File: src/rtl/seg_display_bank.sv
// Registered seven-segment display bank: NUM_DIGITS 5-bit codes with write, push and clear.
// Per-digit blink exists only when SEG_BLINK_EN is defined; otherwise blink_phase is tied to 0.
module seg_display_bank #(
  parameter int unsigned NUM_DIGITS = 4,
  parameter int unsigned BLINK_DIV  = 25_000_000
) (
  input  logic                    clock,
  input  logic                    reset,
  input  logic                    wr_en,
  input  logic [2:0]              wr_addr,
  input  logic [4:0]              wr_data,
  input  logic                    push_en,
  input  logic [4:0]              push_data,
  input  logic                    clear,
  input  logic                    blink_wr,
  input  logic [NUM_DIGITS-1:0]   blink_mask_in,
  output logic [7*NUM_DIGITS-1:0] seg_out,
  output logic                    blink_phase
);

  localparam int unsigned CODE_W = 5;
  localparam int unsigned SEG_W  = 7;
  localparam logic [CODE_W-1:0] CODE_BLANK = CODE_W'(17);

  logic [CODE_W-1:0]           r_code [NUM_DIGITS];
  logic [SEG_W*NUM_DIGITS-1:0] r_seg;
  logic [NUM_DIGITS-1:0]       w_dark;

  // Active-low {g,f,e,d,c,b,a} pattern for one digit code.
  function automatic logic [SEG_W-1:0] f_decode(input logic [CODE_W-1:0] code);
    logic [SEG_W-1:0] seg;
    seg = 7'b1111111;
    case (code)
      5'd0:  seg = 7'b1000000;
      5'd1:  seg = 7'b1111001;
      5'd2:  seg = 7'b0100100;
      5'd3:  seg = 7'b0110000;
      5'd4:  seg = 7'b0011001;
      5'd5:  seg = 7'b0010010;
      5'd6:  seg = 7'b0000010;
      5'd7:  seg = 7'b1111000;
      5'd8:  seg = 7'b0000000;
      5'd9:  seg = 7'b0001000;
      5'd10: seg = 7'b0000011;
      5'd11: seg = 7'b1000110;
      5'd12: seg = 7'b0100001;
      5'd13: seg = 7'b0000110;
      5'd14: seg = 7'b0001110;
      5'd15: seg = 7'b1000010;
      5'd16: seg = 7'b0001001;
      5'd18: seg = 7'b0111111;
      default: seg = 7'b1111111;
    endcase
    return seg;
  endfunction

  // Code registers: clear beats push beats addressed write.
  always_ff @(posedge clock) begin
    if (reset || clear) begin
      for (int i = 0; i < int'(NUM_DIGITS); i++) r_code[i] <= CODE_BLANK;
    end else if (push_en) begin
      r_code[0] <= push_data;
      for (int i = 1; i < int'(NUM_DIGITS); i++) r_code[i] <= r_code[i-1];
    end else if (wr_en) begin
      for (int i = 0; i < int'(NUM_DIGITS); i++) begin
        if (wr_addr == 3'(i)) r_code[i] <= wr_data;
      end
    end
  end

`ifdef SEG_BLINK_EN
  localparam int unsigned CNT_W = (BLINK_DIV > 1) ? $clog2(BLINK_DIV) : 1;

  logic [CNT_W-1:0]      r_cnt;
  logic [NUM_DIGITS-1:0] r_mask;
  logic                  r_phase;

  // Free-running half-period counter; phase flips on each wrap.
  always_ff @(posedge clock) begin
    if (reset) begin
      r_cnt   <= '0;
      r_mask  <= '0;
      r_phase <= 1'b0;
    end else begin
      if (blink_wr) r_mask <= blink_mask_in;
      if (r_cnt == CNT_W'(BLINK_DIV - 1)) begin
        r_cnt   <= '0;
        r_phase <= ~r_phase;
      end else begin
        r_cnt <= r_cnt + CNT_W'(1);
      end
    end
  end

  assign w_dark      = r_phase ? r_mask : '0;
  assign blink_phase = r_phase;
`else
  logic w_unused_blink;

  assign w_unused_blink = ^{blink_wr, blink_mask_in, 32'(BLINK_DIV)};
  assign w_dark         = '0;
  assign blink_phase    = 1'b0;
`endif

  // Output register: decode stage between code registers and the pins.
  always_ff @(posedge clock) begin
    if (reset) begin
      r_seg <= '1;
    end else begin
      for (int i = 0; i < int'(NUM_DIGITS); i++) begin
        r_seg[SEG_W*i +: SEG_W] <= w_dark[i] ? 7'b1111111 : f_decode(r_code[i]);
      end
    end
  end

  assign seg_out = r_seg;

endmodule

File: config.mk
export PLATFORM = sky130hd
export DESIGN_NAME = seg_display_bank
export DESIGN_NICKNAME = d
export VERILOG_FILES = /design/src/rtl/seg_display_bank.sv
export SDC_FILE = /design/constraint.sdc
export NUM_CORES = 1
export LEC_CHECK = 0
export CORE_MARGIN = 3
export CORE_UTILIZATION = 56
export CTS_CLUSTER_SIZE = 14
export DETAILED_ROUTE_END_ITERATION = 16
export HOLD_SLACK_MARGIN = 0.15
export MAX_ROUTING_LAYER = met4
export PLACE_DENSITY = 0.85
export SLEW_MARGIN = 25
export SYNTH_ARGS = -nofsm -noshare
export SYNTH_HDL_FRONTEND = slang
export SYNTH_SLANG_ARGS = --single-unit
File: constraint.sdc
create_clock -name clock -period 3.9 [get_ports clock]
set_clock_uncertainty 0.15 [all_clocks]
set_input_delay 0.39 -clock clock [delete_from_list [all_inputs] [get_ports clock]]
set_output_delay 0.39 -clock clock [all_outputs]
set_load 0.005 [all_outputs]
-- Yosys cells after proc, flatten, opt, wreduce, memory -nomap -nowiden
Memories as Yosys holds them, arrays and structs flattened. A register that Yosys moved wholly into a read port is not among the register bits.
Cells that the tools add are included.
- register bits after elaboration: 0
- bits in writable memories: 20
- memory bits (read-only): 896
- output and inout port bits: 29
- logic and storage cells: 51
- memories: 5
- memory list (name ; depth ; width ; rd ports ; clocked after Yosys merged registers in ; wr ports ; line ; text):
    (no name shown) ; 32 ; 7 ; 1 ; 1 ; 0 ; 33 ; case (code)
    (no name shown) ; 32 ; 7 ; 1 ; 1 ; 0 ; 33 ;
    (no name shown) ; 32 ; 7 ; 1 ; 1 ; 0 ; 33 ;
    (no name shown) ; 32 ; 7 ; 1 ; 1 ; 0 ; 33 ;
    r_code ; 4 ; 5 ; 4 ; 0 ; 4 ; 25 ; logic [CODE_W-1:0] r_code [NUM_DIGITS];
- eq/ne operators: 3
- mux-type cells: 33
- bitwise operators: 8
- reduce and logical (&&, ||, !) cells: 2
- operators by type and width (kind ; count):
    5-bit 2-to-1 mux ; 8
    1-bit 2-to-1 mux ; 25
    1-bit bitwise OR ; 8
    3-bit by 2-bit equality test with 1-bit output (second input constant) ; 2
    3-bit by 1-bit equality test with 1-bit output (second input constant) ; 1
    3-bit logical NOT ; 1
    1-bit logical OR ; 1

-- Longest topological paths before layout
- depth in word-level cells: 7
- gate-level depth with buffers: 6
- mapped depth without buffers: 6

-- Worst setup path before layout
Ideal clock, no wire load.
- path kind: input to register
- from: input push_en
- to: memory r_code[0][0] (enable)
- setup time: 0.376 ns
- arrival: 1.116 ns
- path slack: 2.257 ns
- stages: 4
- path buffers: 2
- path through: buf_2 buf_1 nor2_1 o31ai_1
- RTL lines (what ; line ; text):
    start, declared ; 12 ; input logic push_en,
    end, declared ; 25 ;

==> impl_metrics.tcl <==
set metrics [dict create \
    status "complete, no violations" \
    path_max_fanout 19 \
    regArea_mm2 0.00116 \
    antenna_found_initial 0 \
    rsz0062_at_grt "false" \
    dpl.hpwl_um 4140 \
    arrival_ns 2.24 \
    ctsHoldBuffers 0 \
    synth_top_family_by_area "simple AND/OR/NAND/NOR gates" \
    num_vias 2275 \
    worst_pin_slew_ns 0.801 \
    whs_path_depth 1 \
    ys_ff_latch 48 \
    finalSetupViolCount 0 \
    synthesis.area_mm2 0.00273 \
    synth_adder_area_share_pct 11.0 \
    drc_errors 0 \
    yosys-top-cells-count "nand2_1, nor2_1, dfxtp_1" \
    cts.sinks 48 \
    yosysWarnings 0 \
    period_needed_ns 2.35 \
    drt-wirelength-per-cell_um 13.7 \
    initial_core_util_pct 60.3 \
    fp.dieW_um 75.9 \
    dieArea_mm2 0.00575 \
    core_mm2 0.00453 \
    overflow 0 \
    grt_pass1_wl_um 9080 \
    worstPathRequired_ns 3.79 \
    max_freq_mhz 426 \
    p_sw_w 0.000256 \
    worstSkewPairLatency_ns 0.30 \
    comb_power_share_pct 13.6 \
    cts_root_buffer "clkbuf_8" \
    area_growth_pct 19.2 \
    finalCritPeriodShare_pct 60.2 \
    synthMuxAreaShare_pct 5.77 \
    r2r_cells 6 \
    async_flop_share_pct 0 \
    viasPerCell 5.62 \
    p_leak_nw 1.23 \
    hp-class "reg -> reg" \
    synth-simple-area-share_pct 17.8 \
    grt_pass1_vias 2013 \
    postCtsSetupBuffers 0 \
    port_buffers 45 \
    cts.clk_slew.worst_paths_ns 0.08 \
    fin_ws_ns 1.55 \
    num_antenna_cells 0 \
    cap_violations 0 \
    cts_tree "yes" \
    slew_viol_final 0 \
    grt_max_degree 20 \
    power_per_cell_area_mw_per_mm2 303 \
    synth_compound_area_share_pct 17.4 \
    die_y_um 75.9 \
    grtUsageTotal_pct 21.4 \
    synth_edf_count 20 \
    sw_frac_of_total_pct 25.9 \
    ir_drop_v 0.000176 \
    internal_power_w 0.000730 \
    startpoint_type "input port" \
    gp_congestion 0.946 \
    htreeDepth 2 \
    synth_top_area_share_pct 22.0 \
    dp_slack_ns 1.28 \
    worstSetupPathType "in -> reg" \
    drt-initial-drc-count 115 \
    drt-total-wl_um 5550 \
    crit_path_end_kind "flop" \
    fin_nets 386 \
    ant_nets 0 \
    multi_input_area_mm2 0.00143 \
    worst_slew_margin_rel_pct 46.2 \
    fin_util_pct 71.9 \
    synthCells 305 \
    tns_ns 0 \
    seqPwrFrac_pct 57.3 \
    avgSynthCellArea_um2 8.96 \
    yosys.area_share.xor_xnor_pct 0.321 \
    drive_gt1_share_pct 5.00 \
    synth_fp_nets 352 \
    hold_violations 0 \
    p_clk_share_pct 29.1 \
    cts_buffer_depth 2 \
    synth_area_leaders "edfxtp_1, dfxtp_1, ha_1" \
    ys_types 41 \
    post_cts_resized 0 \
    seq_area_frac_synth_pct 42.5 \
    drtPass1Iterations 5 \
    total_power_w 0.000986 \
    numCtsBuffers 5 \
    synth.most_common_cell "nand2_1" \
    row_count 24 \
    ios 52 \
    fillers 347 \
    synth-main-ff-cell "dfxtp_1" \
    synth_top_cell_by_area "edfxtp_1" \
]
[final cells by class]
class                      instances  share of cell area [%]
inverter                          13                    1.50
timing repair buffer              45                    13.8
clock buffer                       6                    2.23
sequential                        48                    35.6
multi-input combinational        226                    43.9
clock inverter                     2                   0.384
tap                               65                    2.50
[power groups by stage]
stage / Sequential, W / Clock (W) / Combinational, W
after floorplan: 0.000559 / 0 / 0.0000951
after global placement: 0.000575 / 0 / 0.000128
after detailed placement: 0.000576 / 0 / 0.000133
after CTS: 0.000564 / 0.000291 / 0.000134
after global routing: 0.000568 / 0.000318 / 0.000149
final: 0.000564 / 0.000287 / 0.000135
[sequential cells by signal (all words and copies together), names as in the netlist]
register / count
r_code: 20
seg_out: 28
[worst paths after layout]
path	from	to	slack, ns
setup / recovery	push_en	r_code[1][4]$_SDFFCE_PP1P_	1.55
setup reg to reg	r_code[1][1]$_SDFFCE_PP0P_	seg_out[8]$_SDFF_PP1_	2.16
hold reg to reg	r_code[1][4]$_SDFFCE_PP1P_	seg_out[11]$_SDFF_PP1_	0.50
hold / removal	r_code[1][4]$_SDFFCE_PP1P_	seg_out[11]$_SDFF_PP1_	0.50
[worst max-delay path, cell delays in order]
cell	delay [ns]
clkdlybuf4s50_1	0.89
clkinv_1	0.44
and2_1	0.27
o22ai_1	0.16
nand2_1	0.07
[kinds of logic after synthesis]
| group | Yosys count |
|---|---|
| DFF | 48 |
| adders and majority gates | 24 |
| and+or+nand+nor | 105 |
| muxes | 15 |
| xor gates and xnor gates | 1 |
| buffers and inverters | 31 |
| other | 1 |
| AOI/OAI and AO/OA | 80 |
[stage by stage]
step                instances  instance area [um^2]  hold WS (ns)
finish                    405                  3260         0.502
global route              405                  3260         0.558
CTS                       405                  3260         0.504
detailed placement        397                  3170         0.469
global placement          397                  3170         0.464
floorplan                 305                  2730         0.347
[placed cells by master (no fill, tap or decap), types with 2 or more instances in the layout]
cell type,n
nor2_1,29
nor2b_1,6
o22ai_1,7
ha_1,24
a21oi_1,20
nand3_1,5
nand2b_1,6
clkbuf_8,5
nand3b_1,2
o21ai_0,24
o211ai_1,2
o31ai_1,5
or4_1,2
edfxtp_1,20
a22oi_1,6
mux2i_1,9
inv_1,12
o21bai_1,3
dfxtp_1,28
a221oi_1,3
nor3_1,7
nand2_1,39
clkdlybuf4s50_1,45
mux2_2,6
nor4_1,2
o21ai_1,3
a31oi_1,4
or2_2,3
[layer usage]
layer | vias to the layer above | share of wire [%] | wire length (um) | track usage, %
li1 | 1144 | - | - | -
met1 | 1050 | 43 | 2360 | 25.9
met2 | 73 | 51 | 2810 | 35.1
met3 | 8 | 5.6 | 312 | 4.62
met4 | 0 | 1.2 | 69 | 7.57
met5 | - | 0 | 0 | -
Power figures use the tool's default switching activity.
